## src/rtl/apb_requester_if.sv

```systemverilog
// Purpose : bundles the command/response stream and the APB bus of apb_requester.
// Latency : none, wires only.
// Backpressure: cmd_* uses valid/ready; rsp_* is a one-cycle pulse with no ready.
//
// Ports carried:
//   cmd_valid/cmd_ready/cmd_write/cmd_addr/cmd_wdata  command stream
//   rsp_valid/rsp_rdata/rsp_error                     response pulse
//   paddr/pwdata/pwrite/psel/penable/prdata/pready    APB requester side
//
// master : the requester's view (drives cmd_ready, rsp_*, APB controls).
// slave  : the surrounding agent/target's view.
interface apb_requester_if;
   logic        cmd_valid;
   logic        cmd_ready;
   logic        cmd_write;
   logic [31:0] cmd_addr;
   logic [31:0] cmd_wdata;

   logic        rsp_valid;
   logic [31:0] rsp_rdata;
   logic        rsp_error;

   logic [31:0] paddr;
   logic [31:0] pwdata;
   logic        pwrite;
   logic        psel;
   logic        penable;
   logic [31:0] prdata;
   logic        pready;

   modport master (
      input  cmd_valid, cmd_write, cmd_addr, cmd_wdata, prdata, pready,
      output cmd_ready, rsp_valid, rsp_rdata, rsp_error,
             paddr, pwdata, pwrite, psel, penable
   );

   modport slave (
      output cmd_valid, cmd_write, cmd_addr, cmd_wdata, prdata, pready,
      input  cmd_ready, rsp_valid, rsp_rdata, rsp_error,
             paddr, pwdata, pwrite, psel, penable
   );
endinterface

```

## src/rtl/apb_requester.sv

```systemverilog
// Purpose : single-outstanding APB requester; one command in, one SETUP/ACCESS
//           transfer out, one response pulse back (read data + timeout error).
// Latency : accept at edge k -> rsp_valid in cycle k+3 (write, or read with
//           RD_DELAY=0) or k+4 (read, RD_DELAY=1); +1 per pready=0 cycle.
// Backpressure: cmd_ready only in IDLE, no buffering; responses cannot be stalled.
//
// Ports:
//   pclk     APB clock, the only clock
//   presetn  asynchronous active-low reset; aborts any transfer silently
//   bus      apb_requester_if.master: cmd_*, rsp_*, and the APB signals
//
// Parameters:
//   RD_DELAY  0: prdata sampled on the completing ACCESS edge;
//             1: sampled one cycle later (targets with registered read data)
//   TIMEOUT   consecutive pready=0 ACCESS cycles before abort; 0 disables
module apb_requester #(
   parameter int unsigned RD_DELAY = 1,
   parameter int unsigned TIMEOUT  = 16
) (
   input logic             pclk,
   input logic             presetn,
   apb_requester_if.master bus
);

   // Counter wide enough to hold TIMEOUT-1; at least one bit.
   localparam int unsigned CW = (TIMEOUT < 2) ? 1 : $clog2(TIMEOUT + 1);
   localparam bit          TO_EN = (TIMEOUT != 0);
   localparam logic [CW-1:0] TO_LAST = CW'((TIMEOUT == 0) ? 0 : TIMEOUT - 1);

   typedef enum logic [2:0] {
      IDLE    = 3'd0,
      SETUP   = 3'd1,
      ACCESS  = 3'd2,
      CAPTURE = 3'd3,
      RESP    = 3'd4
   } state_t;

   state_t        state, state_nxt;
   logic [31:0]   paddr_q;
   logic [31:0]   pwdata_q;
   logic          pwrite_q;
   logic [31:0]   rdata_q;
   logic          err_q;
   logic [CW-1:0] wait_cnt;

   // Per-cycle strobes produced by the next-state logic.
   logic accept;     // command taken in IDLE
   logic cap_rd;     // sample prdata into the response register
   logic abort;      // timeout reached: flag error, drop data
   logic wait_inc;   // another pready=0 ACCESS cycle
   logic done;       // RESP -> IDLE: clear per-transfer state

   always_comb begin
      state_nxt = state;
      accept    = 1'b0;
      cap_rd    = 1'b0;
      abort     = 1'b0;
      wait_inc  = 1'b0;
      done      = 1'b0;
      unique case (state)
         IDLE: begin
            if (bus.cmd_valid) begin
               accept    = 1'b1;
               state_nxt = SETUP;
            end
         end
         SETUP: state_nxt = ACCESS;
         ACCESS: begin
            // pready wins over a timeout landing in the same cycle.
            if (bus.pready) begin
               if (pwrite_q) begin
                  state_nxt = RESP;
               end else if (RD_DELAY == 0) begin
                  cap_rd    = 1'b1;
                  state_nxt = RESP;
               end else begin
                  state_nxt = CAPTURE;
               end
            end else if (TO_EN && (wait_cnt == TO_LAST)) begin
               // This is the TIMEOUT-th consecutive wait cycle.
               abort     = 1'b1;
               state_nxt = RESP;
            end else begin
               wait_inc = 1'b1;
            end
         end
         CAPTURE: begin
            cap_rd    = 1'b1;
            state_nxt = RESP;
         end
         RESP: begin
            done      = 1'b1;
            state_nxt = IDLE;
         end
         default: state_nxt = IDLE;
      endcase
   end

   always_ff @(posedge pclk or negedge presetn) begin
      if (!presetn) begin
         state <= IDLE;
      end else begin
         state <= state_nxt;
      end
   end

   // Address/data/direction change only on acceptance and hold otherwise.
   always_ff @(posedge pclk or negedge presetn) begin
      if (!presetn) begin
         paddr_q  <= '0;
         pwdata_q <= '0;
         pwrite_q <= 1'b0;
      end else if (accept) begin
         paddr_q  <= bus.cmd_addr;
         pwdata_q <= bus.cmd_wdata;
         pwrite_q <= bus.cmd_write;
      end
   end

   // Response data stays 0 except after a read capture, so writes and
   // timeouts report 0 without extra muxing.
   always_ff @(posedge pclk or negedge presetn) begin
      if (!presetn) begin
         rdata_q  <= '0;
         err_q    <= 1'b0;
         wait_cnt <= '0;
      end else begin
         if (cap_rd) begin
            rdata_q <= bus.prdata;
         end else if (abort || done) begin
            rdata_q <= '0;
         end

         if (abort) begin
            err_q <= 1'b1;
         end else if (done) begin
            err_q <= 1'b0;
         end

         if (done) begin
            wait_cnt <= '0;
         end else if (wait_inc && TO_EN) begin
            wait_cnt <= wait_cnt + CW'(1);
         end
      end
   end

   // Bus controls decode straight from state so reset drops psel/penable at once.
   assign bus.cmd_ready = (state == IDLE);
   assign bus.psel      = (state == SETUP) || (state == ACCESS);
   assign bus.penable   = (state == ACCESS);
   assign bus.paddr     = paddr_q;
   assign bus.pwdata    = pwdata_q;
   assign bus.pwrite    = pwrite_q;
   assign bus.rsp_valid = (state == RESP);
   assign bus.rsp_rdata = rdata_q;
   assign bus.rsp_error = err_q;

endmodule

```

## src/flat_wrapper.sv

```systemverilog
// flat-port wrapper written by rule: the top's interface ports become plain ports
module apb_requester_flat 
#(
   parameter int unsigned RD_DELAY = 1,
   parameter int unsigned TIMEOUT  = 16
)
  (pclk, presetn, bus_cmd_valid, bus_cmd_write, bus_cmd_addr, bus_cmd_wdata, bus_prdata, bus_pready, bus_cmd_ready, bus_rsp_valid, bus_rsp_rdata, bus_rsp_error, bus_paddr, bus_pwdata, bus_pwrite, bus_psel, bus_penable);
  apb_requester_if bus_i ();
  input logic pclk;
  input logic presetn;
  input wire logic [$bits(bus_i.cmd_valid)-1:0] bus_cmd_valid;
  input wire logic [$bits(bus_i.cmd_write)-1:0] bus_cmd_write;
  input wire logic [$bits(bus_i.cmd_addr)-1:0] bus_cmd_addr;
  input wire logic [$bits(bus_i.cmd_wdata)-1:0] bus_cmd_wdata;
  input wire logic [$bits(bus_i.prdata)-1:0] bus_prdata;
  input wire logic [$bits(bus_i.pready)-1:0] bus_pready;
  output wire logic [$bits(bus_i.cmd_ready)-1:0] bus_cmd_ready;
  output wire logic [$bits(bus_i.rsp_valid)-1:0] bus_rsp_valid;
  output wire logic [$bits(bus_i.rsp_rdata)-1:0] bus_rsp_rdata;
  output wire logic [$bits(bus_i.rsp_error)-1:0] bus_rsp_error;
  output wire logic [$bits(bus_i.paddr)-1:0] bus_paddr;
  output wire logic [$bits(bus_i.pwdata)-1:0] bus_pwdata;
  output wire logic [$bits(bus_i.pwrite)-1:0] bus_pwrite;
  output wire logic [$bits(bus_i.psel)-1:0] bus_psel;
  output wire logic [$bits(bus_i.penable)-1:0] bus_penable;
  assign bus_i.cmd_valid = bus_cmd_valid;
  assign bus_i.cmd_write = bus_cmd_write;
  assign bus_i.cmd_addr = bus_cmd_addr;
  assign bus_i.cmd_wdata = bus_cmd_wdata;
  assign bus_i.prdata = bus_prdata;
  assign bus_i.pready = bus_pready;
  assign bus_cmd_ready = bus_i.cmd_ready;
  assign bus_rsp_valid = bus_i.rsp_valid;
  assign bus_rsp_rdata = bus_i.rsp_rdata;
  assign bus_rsp_error = bus_i.rsp_error;
  assign bus_paddr = bus_i.paddr;
  assign bus_pwdata = bus_i.pwdata;
  assign bus_pwrite = bus_i.pwrite;
  assign bus_psel = bus_i.psel;
  assign bus_penable = bus_i.penable;
  apb_requester #(.RD_DELAY(RD_DELAY), .TIMEOUT(TIMEOUT)) u_core (.pclk(pclk), .presetn(presetn), .bus(bus_i));
endmodule
```

## config.mk

```make
export PLATFORM = sky130hd
export DESIGN_NAME = apb_requester_flat
export DESIGN_NICKNAME = d
export VERILOG_FILES = /design/src/rtl/apb_requester_if.sv /design/src/rtl/apb_requester.sv /design/src/flat_wrapper.sv
export SDC_FILE = /design/constraint.sdc
export NUM_CORES = 1
export LEC_CHECK = 0
export ABC_AREA = 1
export CAP_MARGIN = 5
export CELL_PAD_IN_SITES_DETAIL_PLACEMENT = 1
export CELL_PAD_IN_SITES_GLOBAL_PLACEMENT = 2
export CORE_UTILIZATION = 21
export CTS_CLUSTER_DIAMETER = 40
export DETAILED_ROUTE_END_ITERATION = 12
export PLACE_DENSITY = 0.81
export SYNTH_ARGS = -nofsm -noshare
export SYNTH_HDL_FRONTEND = slang
export SYNTH_SLANG_ARGS = --single-unit
```

## constraint.sdc

```tcl
create_clock -name pclk -period 1.6 [get_ports pclk]
set_input_delay 0.16 -clock pclk [delete_from_list [all_inputs] [get_ports pclk]]
set_output_delay 0.16 -clock pclk [all_outputs]
set_load 0.02 [all_outputs]
```

==> results_dict.tcl, run 1 <==
set metrics [dict create \
    synth_top_area_share_pct 60.87 \
    cts_num_sinks 106 \
    firstDrtPassIters 4 \
    worstSetupPathType "flop to flop" \
    root_buffer "clkbuf_16" \
    synth_area_leaders "dfrtp_1 (61%), nand2_1 (18%), nand3_1 (13%)" \
    dp_worst_setup_slack_ns -0.01216 \
    gr-total-overflow 0 \
    yosys.area_share.adder_pct 0.5742 \
    leakagePower_uw 0.003474 \
    dp_hpwl_um 9699 \
    violations "negative setup slack" \
    crit-reg2reg-launch "u_core.wait_cnt[1]" \
    initial_core_util_pct 21.47 \
    fin_ws_ns -0.04413 \
    yosysWarnings 0 \
    crit_top_cell "ha_2" \
    hold_class "primary input to asynchronous set/reset pin" \
    status "finished with violations" \
    worst_slew_pin_slew_ns 0.5816 \
    holdWs_ns 0.1505 \
    rr_endpoint "u_core.bus.rsp_rdata[9]" \
    rsz0062_at_grt "yes" \
    ir_drop_v 0.0008402 \
    r2r_cells 10 \
    antenna_found_initial 0 \
    syn_nets 594 \
    max_cap_viol_count 0 \
    drc 0 \
    min_period_ns 1.644 \
    slew_headroom_pct 61.22 \
    synth.distinct_cells 19 \
    synth_seq_cells 106 \
    rows 52 \
    vias 4063 \
    synth_area_um2 4358 \
    htreeDepth 3 \
    die_y_um 146.1 \
    final_antenna_net_count 0 \
    yosysTopAreaCell "dfrtp_1" \
    fill_cells 2343 \
    setup_tns_ns -0.6842 \
    synthMuxAreaShare_pct 0 \
    crit_fanout 9 \
    insertion_delay_ns 0.35 \
    finish.net_count 802 \
    wl_per_cell_um 14.72 \
    yosys.area_share.simple_pct 32.41 \
    slowest_delay_ns 0.35 \
    cts.clk_slew.worst_paths_ns 0.07 \
    end_kind "flop" \
    grt_usage_pct 13.45 \
    rrSetupSlack_ns -0.04 \
    crit_required_ns 1.83 \
    gp_congestion 0.7195 \
    fp.dieW_um 146.1 \
    fin_skew_ns 0.008812 \
    synth-xor-area-share_pct 0.2010 \
    ys_seq_area_share_pct 60.87 \
    cts_buffers 9 \
    arrival_ns 1.88 \
    cts_tree "yes" \
    cts_max_path_buffers 2 \
    synth_top_family_by_area "simple AND/OR/NAND/NOR gates" \
    slowest_stage "dfrtp_1" \
    num_antenna_cells 0 \
    p_total_uw 14380 \
    grt_pass1_vias 4192 \
    start_kind "flop" \
    grt_max_degree 105 \
    finish.utilization_pct 35.80 \
    dieArea_um2 21330 \
    synth.avg_cell_area_um2 8.876 \
    hold_violations 0 \
    drt_iter0_drc 108 \
    synth_compound_area_share_pct 0.2871 \
    core-area_um2 20300 \
    port_buffers 202 \
    maxSlewViolCount 0 \
    viasPerCell 4.171 \
    grt_pass1_wl_um 22600 \
    syn_inst 491 \
    powerDensity_nw_per_um2 1979 \
    cp_cell_sequence "ha_2 > nand2_2 > nor2_2 > ha_2 > inv_2 > nor2_4 > nand3_4 > buf_12 > nand3_1 > nand2_1" \
    fmax_mhz 608.2 \
    report.final.setup_viol 31 \
    area_delta_synth_final_pct 66.75 \
    ioPinCount 203 \
    drive_gt1_share_pct 10.51 \
    routed_wl_um 14340 \
    min_period_over_period_pct 102.8 \
]
-- routing by layer --
| layer | global-route usage (%) | vias up | part of all wire [%] |
|---|---|---|---|
| met5 | 0 | - | 0 |
| met4 | 4.375 | 0 | 1.2 |
| li1 | - | 1982 | - |
| met1 | 17.45 | 1921 | 45 |
| met3 | 5.188 | 12 | 9.0 |
| met2 | 20.50 | 148 | 45 |
-- kinds of logic (layout without fill, tap and decap cells) --
group           count (synthesis)  in the layout
compound gates                  2              2
buf+inv                        43            256
fa+ha+maj                       2              2
flops                         106            106
simple gates                  337            337
xor+xnor                        1              1
-- how the worst max path moves through the flow --
stage          slack (ns)                  endpoint                from
2_1_floorplan        0.06   u_core.bus.rsp_rdata[0]  u_core.wait_cnt[0]
3_3_place_gp         0.01               bus_penable     u_core.state[2]
3_5_place_dp        -0.01           u_core.state[0]  u_core.wait_cnt[0]
4_1_cts             -0.01  u_core.bus.rsp_rdata[27]  u_core.wait_cnt[0]
5_1_grt             -0.19   u_core.bus.rsp_rdata[9]  u_core.wait_cnt[1]
6_report            -0.04   u_core.bus.rsp_rdata[9]  u_core.wait_cnt[1]
-- sequential cells by signal, summed over array words and instances (netlist names) --
name	count
u_core.bus.paddr	32
u_core.bus.pwdata	32
u_core.bus.rsp_rdata	32
u_core.wait_cnt	5
u_core.state	3
u_core.bus.pwrite	1
u_core.bus.rsp_error	1
-- final cells by class --
type                    count  area, um2  share of cell area (%)
repair buffers            227       2335                   32.13
well taps                 270      337.8                   4.649
flip-flops and latches    106       2654                   36.52
clock inverters             5      102.6                   1.412
inverters                  13      53.80                  0.7404
multi-input cells         342       1551                   21.35
clock buffers              11      232.7                   3.202
-- timing repair --
action | 4_1_cts | 5_1_grt
hold buffers | 1 | 0
gates cloned | 0 | 3
resized for setup | 19 | 35
setup endpoints to repair | 34 | 105
buffers inserted | 0 | 4
endpoints found under the hold margin | 106 | 0
pin swaps | 0 | 6
-- report_power, final --
| group | internal [uW] | total [uW] | switching (uW) | leakage (uW) |
|---|---|---|---|---|
| Combinational | 3300 | 7320 | 4020 | 0.00197 |
| Sequential | 3840 | 4520 | 677 | 0.00134 |
| Clock | 1530 | 2550 | 1010 | 0.000160 |
-- through the flow --
stage | area [um2] | std cells
2_1_floorplan | 4358 | 491
3_3_place_gp | 6730 | 950
3_5_place_dp | 6730 | 950
4_1_cts | 7079 | 967
5_1_grt | 7267 | 974
6_report | 7267 | 974
-- synth_stat cells (all sizes together) --
cell      n
nand2   215
nand3   109
dfrtp   106
buf      25
inv      13
nor2     11
clkbuf    5
ha        2
nand3b    1
nand4     1
o211ai    1
o21ai     1
xor2      1
-- worst max-delay path, delay by kind of cell (launching register included) --
family	cells	cell delay (ns)
flops	1	0.35
simple gates	6	0.56
fa+ha+maj	2	0.38
buf+inv	2	0.23
-- placed cells by master (no fill, tap or decap), types with 3 or more instances in the layout --
cell type and count:
nand2_2 8, bufinv_16 3, inv_1 8, dfrtp_1 105, nor2_2 3, nand2_1 207, buf_4 14, nand3_1 99
clkdlybuf4s50_1 195, nand3_2 9, nor2_1 7, inv_2 3, buf_12 8, clkbuf_16 11, buf_2 3
Power figures use the tool's default switching activity.
==> inputs of run 2 (changes only) <==
--- a/config.mk
+++ b/config.mk
@@ -13,6 +13,7 @@
 export CTS_CLUSTER_DIAMETER = 40
 export DETAILED_ROUTE_END_ITERATION = 12
 export PLACE_DENSITY = 0.81
+export SKIP_CTS_REPAIR_TIMING = 1
 export SYNTH_ARGS = -nofsm -noshare
 export SYNTH_HDL_FRONTEND = slang
 export SYNTH_SLANG_ARGS = --single-unit
==> results_dict.tcl, run 2 (same netlist as run 1, synthesis figures left out) <==
set metrics [dict create \
    status "finished clean" \
    final_cell_mix "nand2_1 (209), clkdlybuf4s50_1 (195), dfrtp_1 (106)" \
    area_delta_synth_final_pct 67.10 \
    viasPerCell 4.188 \
    min_period_over_period_pct 99.08 \
    crit_required_ns 1.83 \
    ir_drop_v 0.0008401 \
    drive_gt1_share_pct 10.94 \
    register_area_um2 2653 \
    mostFrequentLayoutCell "nand2_1" \
    dieArea_um2 21330 \
    powerDensity_nw_per_um2 1977 \
    vias 4079 \
    leakagePower_uw 0.003487 \
    cts_max_path_buffers 2 \
    maxSlewViolCount 0 \
    max_cap_viol_count 0 \
    hold_violations 0 \
    report.final.setup_viol 0 \
    fin_skew_ns 0.01088 \
    core-area_um2 20300 \
    fin_cells 974 \
    die_y_um 146.1 \
    grt_pass1_vias 4165 \
    insertion_delay_ns 0.35 \
    fp.dieW_um 146.1 \
    cts.clk_slew.worst_paths_ns 0.07 \
    end_kind "flop" \
    grt_max_degree 105 \
    drc 0 \
    cts_buffers 9 \
    ioPinCount 203 \
    cts_num_sinks 106 \
    num_antenna_cells 0 \
    place_area_um2 6730 \
    r2r_cells 10 \
    routed_wl_um 14270 \
    initial_core_util_pct 21.47 \
    htreeDepth 3 \
    hold_class "primary input to asynchronous set/reset pin" \
    dp_cells 950 \
    grt_pass1_wl_um 22510 \
    fin_ws_ns 0.01478 \
    antenna_found_initial 0 \
    arrival_ns 1.82 \
    holdWs_ns 0.1491 \
    slew_headroom_pct 60.36 \
    fmax_mhz 630.8 \
    rsz0062_at_grt "yes" \
    start_kind "flop" \
    cts_tree "yes" \
    multi_input_area_um2 1589 \
    finalInstanceArea_um2 7282 \
    drt_iter0_drc 121 \
    dp_worst_setup_slack_ns -0.01216 \
    grt_usage_pct 13.41 \
    dp_hpwl_um 9699 \
    firstDrtPassIters 4 \
    worstSetupPathType "flop to flop" \
    port_buffers 202 \
    wl_per_cell_um 14.65 \
    worst_slew_pin_slew_ns 0.5946 \
    crit_fanout 4 \
    rows 52 \
    final_antenna_net_count 0 \
    setup_tns_ns 0 \
    min_period_ns 1.585 \
    finish.net_count 802 \
    gr-total-overflow 0 \
    fill_cells 2347 \
    gp_congestion 0.7195 \
    root_buffer "clkbuf_16" \
]
==> run 2: cell types whose count changed in the layout (fill, tap and decap cells not counted), moves of 2 or more <==
cell | before | now
nand3_1 | 99 | 90
nand3_2 | 9 | 18
clkbuf_2 | 0 | 4
inv_1 | 8 | 10
inv_2 | 3 | 1
nand2_1 | 207 | 209
nand2_2 | 8 | 6
==> run 2: worst max-delay path, stage by stage, from the launching register on <==
cell and delay (ns):
dfrtp_1 0.35, ha_2 0.19, nand2_2 0.06, nor2_2 0.08, ha_2 0.18, inv_2 0.04
nor2_4 0.09, nand3_4 0.13, buf_2 0.19, nand3_1 0.09, nand2_1 0.06
==> run 2: layout make-up <==
class                      count  share of cell area, %
sequential                   106                  36.43
clock inverter                 5                  1.409
inverter                      13                 0.7388
clock buffer                  11                  3.196
tap                          270                  4.639
timing repair buffer         227                  31.77
multi-input combinational    342                  21.82
==> run 2: report_power, final <==
| group | internal (uW) | switching, uW |
|---|---|---|
| Combinational | 3300 | 4030 |
| Sequential | 3840 | 684 |
| Clock | 1530 | 1020 |
| Total | 8670 | 5730 |
==> run 2: metal layers <==
metal | wire, um | vias to the layer above | GRT usage [%]
met5 | 0 | - | 0
li1 | - | 1980 | -
met4 | 174 | 0 | 4.375
met3 | 1260 | 12 | 5.219
met1 | 6414 | 1942 | 17.45
met2 | 6421 | 145 | 20.36
==> run 2: worst paths after layout <==
kind	from	endpoint	slack, ns
worst max-delay path	u_core.wait_cnt[1]	u_core.bus.rsp_rdata[9]	0.01
worst min-delay path	presetn	u_core.bus.rsp_rdata[7]	0.15
worst max register to register	u_core.wait_cnt[1]	u_core.bus.rsp_rdata[9]	0.01
worst min register to register	u_core.bus.paddr[19]	u_core.bus.paddr[19]	0.47
max in group asynchronous	presetn	u_core.bus.paddr[27]	0.69
min in group pclk	bus_cmd_valid	u_core.bus.paddr[21]	0.16
==> run 2: per-stage QoR <==
step / power (uW) / util (%)
2_1_floorplan: 8188 / -
3_3_place_gp: 11640 / 33.15
3_5_place_dp: 11740 / 33.15
4_1_cts: 14390 / 34.81
5_1_grt: 15420 / 35.87
6_report: 14400 / 35.87
